File: config.mk
export PLATFORM = sky130hd
export DESIGN_NAME = multi_lane_issue_stage
export DESIGN_NICKNAME = d
export VERILOG_FILES = /design/src/rtl/multi_lane_issue_stage.sv
export SDC_FILE = /design/constraint.sdc
export NUM_CORES = 1
export LEC_CHECK = 0
export ABC_CLOCK_PERIOD_IN_PS = 4700
export BUFFER_PORTS_ARGS = -buffer_cell sky130_fd_sc_hd__buf_4
export CORE_MARGIN = 8
export CORE_UTILIZATION = 49
export DETAILED_ROUTE_END_ITERATION = 7
export MAX_ROUTING_LAYER = met4
export PLACE_DENSITY = 0.88
export SLEW_MARGIN = 20
export SYNTH_ARGS = -nofsm -noshare
export SYNTH_HDL_FRONTEND = slang
export SYNTH_SLANG_ARGS = --single-unit
File: constraint.sdc
create_clock -name clk -period 4.7 [get_ports clk]
set_input_delay 0 -clock clk [delete_from_list [all_inputs] [get_ports clk]]
set_output_delay 0 -clock clk [all_outputs]
set_load 0.01 [all_outputs]
File: src/rtl/multi_lane_issue_stage.sv
// N-lane issue stage: IQ payload read, selective flush,
// replay history and saturating performance counters.
module multi_lane_issue_stage #(
   parameter int ISSUE_WIDTH  = 2,
   parameter int IQ_IDX_W     = 4,
   parameter int AL_PTR_W     = 6,
   parameter int PAYLOAD_W    = 64,
   parameter int REPLAY_DEPTH = 3,
   parameter int CNT_W        = 32
) (
   input  logic                             clk,
   input  logic                             rst,
   input  logic                             stall,
   input  logic                             clear,
   input  logic [ISSUE_WIDTH-1:0]           in_valid,
   input  logic [ISSUE_WIDTH*IQ_IDX_W-1:0]  in_iq_ptr,
   output logic [ISSUE_WIDTH*IQ_IDX_W-1:0]  iq_read_ptr,
   input  logic [ISSUE_WIDTH*PAYLOAD_W-1:0] iq_read_data,
   input  logic                             to_recovery,
   input  logic [AL_PTR_W-1:0]              flush_head,
   input  logic [AL_PTR_W-1:0]              flush_tail,
   input  logic                             flush_all,
   input  logic                             replay_req,
   output logic [ISSUE_WIDTH-1:0]           iq_issue,
   output logic [ISSUE_WIDTH*IQ_IDX_W-1:0]  iq_issue_ptr,
   output logic [ISSUE_WIDTH-1:0]           out_valid,
   output logic [ISSUE_WIDTH*PAYLOAD_W-1:0] out_payload,
   output logic [CNT_W-1:0]                 cnt_issue,
   output logic [CNT_W-1:0]                 cnt_replay,
   output logic [CNT_W-1:0]                 cnt_flush
);

   localparam int PW   = ISSUE_WIDTH * PAYLOAD_W;
   localparam int XW   = ISSUE_WIDTH * IQ_IDX_W;
   localparam int PC_W = $clog2(ISSUE_WIDTH + 1);
   localparam int SW   = CNT_W + 1;

   logic [ISSUE_WIDTH-1:0] valid_q, valid_d;
   logic [XW-1:0]          ptr_q, ptr_d;
   logic [ISSUE_WIDTH-1:0] hist_v_q [REPLAY_DEPTH];
   logic [ISSUE_WIDTH-1:0] hist_v_d [REPLAY_DEPTH];
   logic [PW-1:0]          hist_p_q [REPLAY_DEPTH];
   logic [PW-1:0]          hist_p_d [REPLAY_DEPTH];
   logic [CNT_W-1:0]       cnt_issue_q, cnt_issue_d;
   logic [CNT_W-1:0]       cnt_replay_q, cnt_replay_d;
   logic [CNT_W-1:0]       cnt_flush_q, cnt_flush_d;

   logic [ISSUE_WIDTH-1:0] cand, src_hit, reg_hit;
   logic [ISSUE_WIDTH-1:0] kill, iss, ov;
   logic [PW-1:0]          sel_pay;

   function automatic logic flush_hit(
      input logic [AL_PTR_W-1:0] p,
      input logic                rec,
      input logic                all,
      input logic [AL_PTR_W-1:0] h,
      input logic [AL_PTR_W-1:0] t
   );
      logic rng;
      if (h <= t) rng = (p >= h) && (p < t);
      else        rng = (p >= h) || (p < t);
      return rec && (all || rng);
   endfunction

   function automatic logic [PC_W-1:0] popcnt(
      input logic [ISSUE_WIDTH-1:0] v
   );
      logic [PC_W-1:0] c;
      c = '0;
      for (int i = 0; i < ISSUE_WIDTH; i++)
         c = c + PC_W'(v[i]);
      return c;
   endfunction

   function automatic logic [CNT_W-1:0] sat_add(
      input logic [CNT_W-1:0] a,
      input logic [PC_W-1:0]  b
   );
      logic [SW-1:0] s;
      s = SW'(a) + SW'(b);
      return s[CNT_W] ? '1 : s[CNT_W-1:0];
   endfunction

   // Per-lane source select (IQ or replay history) and kill rule
   always_comb begin
      cand    = '0;
      src_hit = '0;
      reg_hit = '0;
      kill    = '0;
      iss     = '0;
      ov      = '0;
      sel_pay = replay_req ? hist_p_q[REPLAY_DEPTH-1]
                           : iq_read_data;
      for (int i = 0; i < ISSUE_WIDTH; i++) begin
         cand[i] = replay_req ? hist_v_q[REPLAY_DEPTH-1][i]
                              : (valid_q[i] && !stall);
         src_hit[i] = flush_hit(
            sel_pay[i*PAYLOAD_W +: AL_PTR_W],
            to_recovery, flush_all, flush_head, flush_tail);
         reg_hit[i] = flush_hit(
            iq_read_data[i*PAYLOAD_W +: AL_PTR_W],
            to_recovery, flush_all, flush_head, flush_tail);
         kill[i] = cand[i] && !clear && src_hit[i];
         ov[i]   = rst && cand[i] && !clear && !src_hit[i];
         iss[i]  = ov[i] && !replay_req;
      end
   end

   // Pipeline register: clear, load, or hold with flush pruning
   always_comb begin
      valid_d = valid_q;
      ptr_d   = ptr_q;
      if (clear) begin
         valid_d = '0;
      end else if (!stall && !replay_req) begin
         valid_d = in_valid;
         ptr_d   = in_iq_ptr;
      end else begin
         valid_d = valid_q & ~reg_hit;
      end
   end

   // Replay history shifts in every presented group
   always_comb begin
      hist_v_d[0] = ov;
      hist_p_d[0] = sel_pay;
      for (int k = 1; k < REPLAY_DEPTH; k++) begin
         hist_v_d[k] = hist_v_q[k-1];
         hist_p_d[k] = hist_p_q[k-1];
      end
   end

   // Saturating event counters
   always_comb begin
      cnt_issue_d  = sat_add(cnt_issue_q, popcnt(iss));
      cnt_replay_d = sat_add(cnt_replay_q,
                             popcnt(ov & {ISSUE_WIDTH{replay_req}}));
      cnt_flush_d  = sat_add(cnt_flush_q, popcnt(kill));
   end

   // State registers with synchronous active-low reset
   always_ff @(posedge clk) begin
      if (!rst) begin
         valid_q      <= '0;
         ptr_q        <= '0;
         cnt_issue_q  <= '0;
         cnt_replay_q <= '0;
         cnt_flush_q  <= '0;
         for (int k = 0; k < REPLAY_DEPTH; k++) begin
            hist_v_q[k] <= '0;
            hist_p_q[k] <= '0;
         end
      end else begin
         valid_q      <= valid_d;
         ptr_q        <= ptr_d;
         cnt_issue_q  <= cnt_issue_d;
         cnt_replay_q <= cnt_replay_d;
         cnt_flush_q  <= cnt_flush_d;
         for (int k = 0; k < REPLAY_DEPTH; k++) begin
            hist_v_q[k] <= hist_v_d[k];
            hist_p_q[k] <= hist_p_d[k];
         end
      end
   end

   assign iq_read_ptr  = ptr_q;
   assign iq_issue_ptr = ptr_q;
   assign iq_issue     = iss;
   assign out_valid    = ov;
   assign out_payload  = sel_pay;
   assign cnt_issue    = cnt_issue_q;
   assign cnt_replay   = cnt_replay_q;
   assign cnt_flush    = cnt_flush_q;

endmodule
**After elaboration in Yosys (flattened, before gate mapping)**

Memory sizes are Yosys's and may differ from the RTL's.
Cells that the tools add are included.

- Flip-flop bits (word level): 106
- RAM bits: 390
- Input bits: 157
- Output and inout port bits: 244
- Word-level logic and storage cells: 90
- Memories kept: 2

Memories:

| name | words | bits a word | read ports | clocked after memory_dff | wr ports | line | source |
|---|---|---|---|---|---|---|---|
| hist_p_q | 3 | 128 | 3 | 0 | 3 | 42 | `logic [PW-1:0] hist_p_q [REPLAY_DEPTH];` |
| hist_v_q | 3 | 2 | 3 | 0 | 3 | 40 | `logic [ISSUE_WIDTH-1:0] hist_v_q [REPLAY_DEPTH];` |

- $add $sub $neg: 6
- Magnitude comparators: 9
- Mux-type cells: 19
- Bitwise gates (word level): 11
- Reduce and logical (&&, ||, !) cells: 38

Operators with widths:

| operator | count |
|---|---|
| 2-to-1 mux 128 bit | 4 |
| adder 32 x 2 -> 33 bit | 3 |
| 2-to-1 mux 32 bit | 3 |
| greater-or-equal comparator 6 bit | 4 |
| less-than comparator 6 bit | 4 |
| logical AND 1 bit | 23 |
| logical OR 1 bit | 8 |
| 2-to-1 mux 1 bit | 8 |
| 2-to-1 mux 2 bit | 4 |
| adder 1 x 1 -> 2 bit | 3 |
| less-or-equal comparator 6 bit | 1 |
| OR 1 bit | 6 |
| zero test 1 bit | 5 |
| AND 2 bit | 2 |
| NOT 1 bit | 2 |
| NOT 2 bit | 1 |
| AND reduction 2 bit | 1 |
| OR reduction 2 bit | 1 |

**Logic depth before layout (Yosys ltp)**

Gate-level depths: netlist (run 1).

- Depth in word-level cells: 12
- Gate-level depth with buffers: 21
- Depth with buffers taken out: 17

**Worst setup path after synthesis (run 1)**

No wires, ideal clock.

- Path type: input to register
- Start point: input port replay_req
- End point: register cnt_flush_q[30], in the netlist cnt_flush[30]
- Library setup time: 122 ps
- Arrival time: 4545 ps
- Data required time: 4578 ps
- Path slack: 34 ps
- Stages on the path: 18
- Path buffers: 3
- Path through: buf_2 -> clkbuf_1 -> clkbuf_1 -> mux2_2 -> ha_1 -> and3_1 -> a221oi_1 -> a21oi_1 -> o21ai_0 -> o21ai_0 -> fa_1 -> inv_1 -> ha_1 -> and3_1 -> nand4_1 -> nor2_1 -> nand2_1 -> o311a_1

RTL lines:

| item | line | source |
|---|---|---|
| start, declared | 23 | `input logic replay_req,` |
| end signal, assigned | 158 | `cnt_flush_q <= cnt_flush_d;` |
| end, declared | 46 | `logic [CNT_W-1:0] cnt_flush_q, cnt_flush_d;` |

==> run metrics, run 1 <==
GRT Util Overall 0.227; initial antenna violation count 9; crit path DAT 4.80 ns; final wirelength 51.9 mm; Syn Nets 2019; Pwr Density 370 mW/mm^2; Slew @ Worst Pin 1.06 ns; Initial DRC Count 721; area delta synth->final 31.2%; Syn Inst Count 1806; Worst-Skew Late Latency 0.58 ns; Routed Antenna Nets 0; Final setup viols 0; Clock Power Share 0.443; RR Startpoint hist_p_q[0][261]; starting density of the core 0.494; number of remaining DRC errors 0; # IOs 401; Switching Fraction 0.222; TritonCTS clock tree built; minimum clock period 4.34 ns; R2R depth 15; VDD IR max 0.289 mV; multi-input logic area 0.00762 mm^2; Pre-Repair DR Iteration Count 6; Reg-to-Reg End cnt_flush[30]; synthesized area per cell 10.5 um^2; clock slew at reported path FFs 0.06 ns; fraction of layout cells with a size suffix above 1 0.284; largest net degree at the start of global routing 117; Ys Warns 0; final worst setup slack 0.359 ns; die span in x 213 um; vias in the first global route 14822; clk_skew 0.0178 ns; DR vias 14144; FILL cells 2679; die area 0.0453 mm^2; post-synthesis sequential area ratio 0.522; Die H 213 um; Max Cap Violations 0; Worst slew margin 0.291; leak pwr 11.0 nW; Pins Over Slew Limit 0; dpl cells 2516; most common cell in the synthesized netlist dfxtp_1; Fin. Hold Viols 0; Post-Place Setup Slack -0.0587 ns; CTS Buffer Depth 3; CTS root buf clkbuf_16; top_reg_cell synth dfxtp_1; post-synth cell types 63; Worst Path Required 5.16 ns; FF/Latch Area 0.00993 mm^2; first-pass GRT wire length 79.8 mm; routed vias/inst 5.06; fin cells 2795; worst hold path type input pin to register; WS Path Type register to register; fmax 230 MHz; worst-path maximum fanout 6; most instantiated cells after synthesis dfxtp_1 (496), and2_1 (388), buf_4 (139); placed instance area 0.0214 mm^2; H-tree depth 2; CP Launch Type register; power share of the combinational group 0.087; Cell Area, Synth 0.0190 mm^2; CTS Sinks 496; top cell type's share of synthesized area 0.522; sw power 0.00205 W; Hold Path Origin replay_req; Yosys top cell by area dfxtp_1; CTS Buf Count 49; total grt overflow 0; Final nets 2441; Synth area leaders dfxtp_1 (52%), and2_1 (13%), mux2_2 (7.5%); FFs w/ async S/R, synth 0; GP Congestion 0.908; design area 0.0249 mm^2; outcome finished, final reports clean; CP Capture Type register; sequential share of power 0.470; RSZ-0062 raised after global routing false; per-cell routed wire length 18.6 um; core region area 0.0385 mm^2; row cnt 72; R2R setup slack 0.36 ns; dpl hpwl 32.2 mm; P_int 0.00718 W; Synth Register Bits 496; period utilization 0.924; worst hold path endpoint hist_p_q[0][1]; Util after Layout 0.649; Port Buf Inserts 400; hold path cells 3; Post-synth EDFFs 0
## power by group through the flow
stage	Sequential, W	Clock, W	Combinational (W)
floorplan	0.00442	0	0.000435
global placement	0.00442	0	0.000637
detailed placement	0.00443	0	0.000660
CTS	0.00433	0.00416	0.000782
global route	0.00434	0.00434	0.000865
finish	0.00434	0.00409	0.000804
## metal layers
metal | track usage | part of all wire | vias to the layer above
met5 | - | 0 | -
met4 | 0.142 | 0.062 | 0
met3 | 0.0509 | 0.062 | 212
met2 | 0.387 | 0.50 | 568
met1 | 0.237 | 0.38 | 6653
li1 | - | - | 6711
## kinds of logic after synthesis
logic type | after synthesis | share of synthesized area
AOI/OAI and AO/OA | 166 | 0.0525
buffers and inverters | 255 | 0.0780
xor gates and xnor gates | 66 | 0.0304
DFF | 496 | 0.522
adders and majority gates | 58 | 0.0391
and+or+nand+nor | 626 | 0.196
muxes | 139 | 0.0815
## repair_timing
action / in CTS / in global routing
endpoints found under the setup margin: 0 / 12
setup buffers: 0 / 2
hold buffers: 176 / 0
hold endpoints to repair: 191 / 0
gates resized for setup: 0 / 4
## worst max path at each step
stage                           from             to  slack (ns)
finish              hist_p_q[0][261]  cnt_flush[30]        0.36
CTS                 hist_p_q[0][261]  cnt_flush[30]        0.02
floorplan                 replay_req  cnt_flush[30]        0.03
detailed placement        replay_req  cnt_flush[30]       -0.06
global placement          replay_req  cnt_flush[30]        0.21
global route        hist_p_q[0][260]  cnt_flush[30]        0.06
## registers in the layout, summed over array words and instances (netlist names)
register / count
cnt_replay: 32
cnt_issue: 32
cnt_flush: 32
iq_issue_ptr: 8
hist_v_q: 6
valid_q: 2
hist_p_q: 384
## layout make-up
cell class,count,area share
sequential,496,0.398
multi-input combinational,1056,0.305
timing repair buffer,590,0.196
clock buffer,70,0.0580
tap,518,0.0260
clock inverter,21,0.0109
inverter,35,0.00527
antenna,9,0.000903
## worst max-delay path: stages, from the launching register on
cell and delay (ns):
dfxtp_1 0.29, mux2_2 0.30, ha_1 0.31, and3_1 0.22, a221oi_1 0.43, a21oi_1 0.12, o21ai_1 0.27, o21ai_0 0.18
fa_1 0.47, inv_1 0.11, ha_1 0.19, and3_1 0.24, nand4_1 0.29, nor2_4 0.27, nand2_1 0.15, o311a_1 0.37
## cell usage in the layout, fill, tap and decap left out, drive strengths merged, types with 3 or more instances in the layout
master / count
mux2: 126
nor4: 7
o21ai: 17
nand3: 37
xnor2: 23
nand2b: 3
a311oi: 6
clkinv: 13
ha: 53
a31oi: 10
nor2b: 5
a21o: 7
xor2: 43
clkbuf: 70
bufinv: 5
o21bai: 6
or2: 6
o311a: 4
diode: 9
and3: 32
inv: 36
a21oi: 92
and4: 6
mux2i: 13
dlygate4sd3: 176
a211oi: 4
nand2: 51
fa: 3
nand4: 18
nor3: 15
and2: 389
nor2: 46
buf: 414
dfxtp: 496
## metrics by stage
step | setup TNS, ns | total power (W) | hold WS, ns
final | 0 | 0.00923 | 0.0637
after global placement | 0 | 0.00506 | 0.233
after floorplan | 0 | 0.00485 | 0.147
after global routing | 0 | 0.00955 | 0.0458
after CTS | 0 | 0.00928 | 0.0175
after detailed placement | -0.102 | 0.00509 | 0.244
No activity file was read; power rests on OpenSTA's default activity.
==> inputs of run 2 (changes only) <==
- ABC_AREA: default -> 1
- PLACE_DENSITY: 0.88 -> 0.87
==> run 2 against run 1 <==
Effect of this change: via count up 35%; clock power down 2%; design area up 6.2%; total power down 0.26%; hold slack worse by 0.024 ns; critical endpoint is now cnt_issue[25]; largest power group unchanged; synthesized cell count up 52%.
==> run metrics, run 2 <==
outcome finished, final reports clean; post-synth cell types 42 (-33%); per-cell routed wire length 17.1 um (-7.9%); largest net degree at the start of global routing 172 (+47%); commonest non-fill, non-tap cell in the layout nand2_1; first-pass GRT wire length 99.4 mm (+25%); TritonCTS clock tree built; Port Buf Inserts 400 (unchanged); GRT Util Overall 0.262 (+0.0355); most common cell in the synthesized netlist nand2_1; Pwr Density 347 mW/mm^2 (-6.1%); dpl hpwl 37.8 mm (+17%); synthesized area per cell 7.44 um^2 (-29%); vias in the first global route 19425 (+31%); Syn Inst Count 2747 (+52%); leak pwr 14.4 nW (+31%); top_reg_cell synth dfxtp_1; clock slew at reported path FFs 0.06 ns (about the same); VDD IR max 0.291 mV (+0.81%); final wirelength 64.3 mm (+24%); max FFs per register 384 (unchanged); Syn Nets 2960 (+47%); Max Cap Violations 0 (unchanged); number of remaining DRC errors 0 (unchanged); Cell Area, Synth 0.0204 mm^2 (+7.5%); FFs w/ async S/R, synth 0 (unchanged); Biggest register hist_p_q; overall power 0.00921 W (-0.26%); crit path DAT 4.83 ns (+0.03 ns); H-tree depth 2 (unchanged); Ys Warns 0 (unchanged); Worst Path Required 5.24 ns (+0.08 ns); Worst slew margin 0.307 (+0.0162); area delta synth->final 29.7%; commonest cells after routing, fill and taps aside nand2_1 (929), dfxtp_1 (496), inv_1 (449); WS Path Type register to register; CP peak stage delay 0.54 ns (+0.07 ns); CP Launch Type register; Pre-Repair DR Iteration Count 8 (+2); Die H 220 um (+3.4%); Final setup viols 0 (unchanged); top cell type's share of synthesized area 0.486 (-0.0364); Bufs and invs on worst path 6 (+5); CP delay by family, top simple AND/OR/NAND/NOR gates; CTS root buf clkbuf_16; CTS Buf Count 49 (unchanged); core region area 0.0416 mm^2 (+8.1%); routed vias/inst 5.08 (+0.43%); fraction of layout cells with a size suffix above 1 0.175 (-0.110); minimum clock period 4.29 ns (-0.0471 ns); die area 0.0485 mm^2 (+6.9%); row cnt 75 (+4.2%); CTS Buffer Depth 3 (unchanged); Fin. Hold Viols 0 (unchanged); Final nets 3392 (+39%); Worst-Skew Late Latency 0.59 ns (about the same); post-synthesis sequential area ratio 0.486 (-0.0364); CP max stage cell dlygate4sd3_1; CTS Sinks 496 (unchanged); Util after Layout 0.637 (-0.0112); final worst setup slack 0.406 ns (+0.0471 ns); period utilization 0.914 (-0.0100); DR vias 19115 (+35%); total grt overflow 0 (unchanged); Routed Antenna Nets 0 (unchanged); clk_skew 0.0301 ns (+0.0123 ns); Synth Register Bits 496 (unchanged); GP Congestion 0.967 (+6.5%); Synth area leaders dfxtp_1 (49%), nand2_1 (17%), inv_1 (8.3%); starting density of the core 0.491 (-0.00268); worst hold path type input pin to register; RSZ-0062 raised after global routing false; most instantiated cells after synthesis nand2_1 (930), dfxtp_1 (496), inv_1 (450); die span in x 220 um (+3.4%); Pins Over Slew Limit 0 (unchanged); # IOs 401 (unchanged); Post-synth EDFFs 0 (unchanged); Slew @ Worst Pin 1.04 ns (-0.0185 ns); CP Capture Type register; Post-Place Setup Slack 0.274 ns (+0.332 ns); worst-path maximum fanout 17 (+11); fmax 233 MHz (+1.1%); Initial DRC Count 1852 (+160%); setup tns final 0 ns (unchanged); initial antenna violation count 3 (-6); Yosys top cell by area dfxtp_1
run 2: cell families (layout without fill, tap and decap cells):
logic type      after synthesis  after routing  share of synthesized area
compound gates              236            236                     0.0606
xor+xnor                     42             42                     0.0180
fa+ha+maj                    56             56                     0.0354
buf+inv                     682           1154                      0.152
flops                       496            496                      0.486
other cells                   0              3                          0
simple gates               1235           1235                      0.248
run 2: timing repair:
item | CTS | global route
hold buffers | 186 | 0
resized for setup | 0 | 9
endpoints found under the hold margin | 202 | 0
endpoints found under the setup margin | 0 | 62
buffers inserted | 0 | 10
run 2: final timing paths:
path	startpoint	to	slack (ns)	cells past startpoint
hold reg to reg	hist_p_q[0][250]	hist_p_q[0][378]	0.40	2
setup / recovery	hist_p_q[0][256]	cnt_issue[25]	0.41	27
hold / removal	replay_req	hist_p_q[0][4]	0.04	4
setup reg to reg	hist_p_q[0][256]	cnt_issue[25]	0.41	27
run 2: metal layers:
layer / GRT usage / vias to the layer above / share of wire
met5: - / - / 0
met4: 0.127 / 0 / 0.050
met3: 0.0567 / 244 / 0.092
met2: 0.452 / 1025 / 0.48
met1: 0.286 / 8826 / 0.38
li1: - / 9020 / -
run 2: cell type report:
type / count / area, um^2
Tap cell: 539 / 674
Timing Repair Buffer: 608 / 5060
Clock inverter: 20 / 251
Clock buffer: 71 / 1420
Fill cell: 3094 / 15100
Antenna cell: 3 / 7.51
Multi-Input combinational cell: 1569 / 7430
Inverter: 455 / 1720
Sequential cell: 496 / 9930
run 2: worst reg2reg max path, delay by kind of cell, from the launching register on:
kind	cells	cell delay, ns
AND/OR/NAND/NOR	15	1.53
flip-flops	1	0.31
adder cells (fa/ha/maj)	3	0.91
AO/OA/AOI/OAI	3	0.41
buffers and inverters	6	1.09
run 2: power breakdown:
part	total (W)	leakage [nW]	internal [W]	switching [W]
Combinational	0.000842	9.58	0.000382	0.000459
Clock	0.00402	0.812	0.00230	0.00172
Sequential	0.00434	4.03	0.00431	0.0000357
Total	0.00921	14.4	0.00699	0.00222
run 2: per-stage QoR:
step / hold WS (ns) / instance area, um^2 / cells
floorplan: 0.149 / 20400 / 2747
global placement: 0.250 / 22800 / 3471
detailed placement: 0.259 / 22800 / 3471
CTS: 0.00818 / 26400 / 3748
global route: 0.0524 / 26500 / 3761
finish: 0.0396 / 26500 / 3761
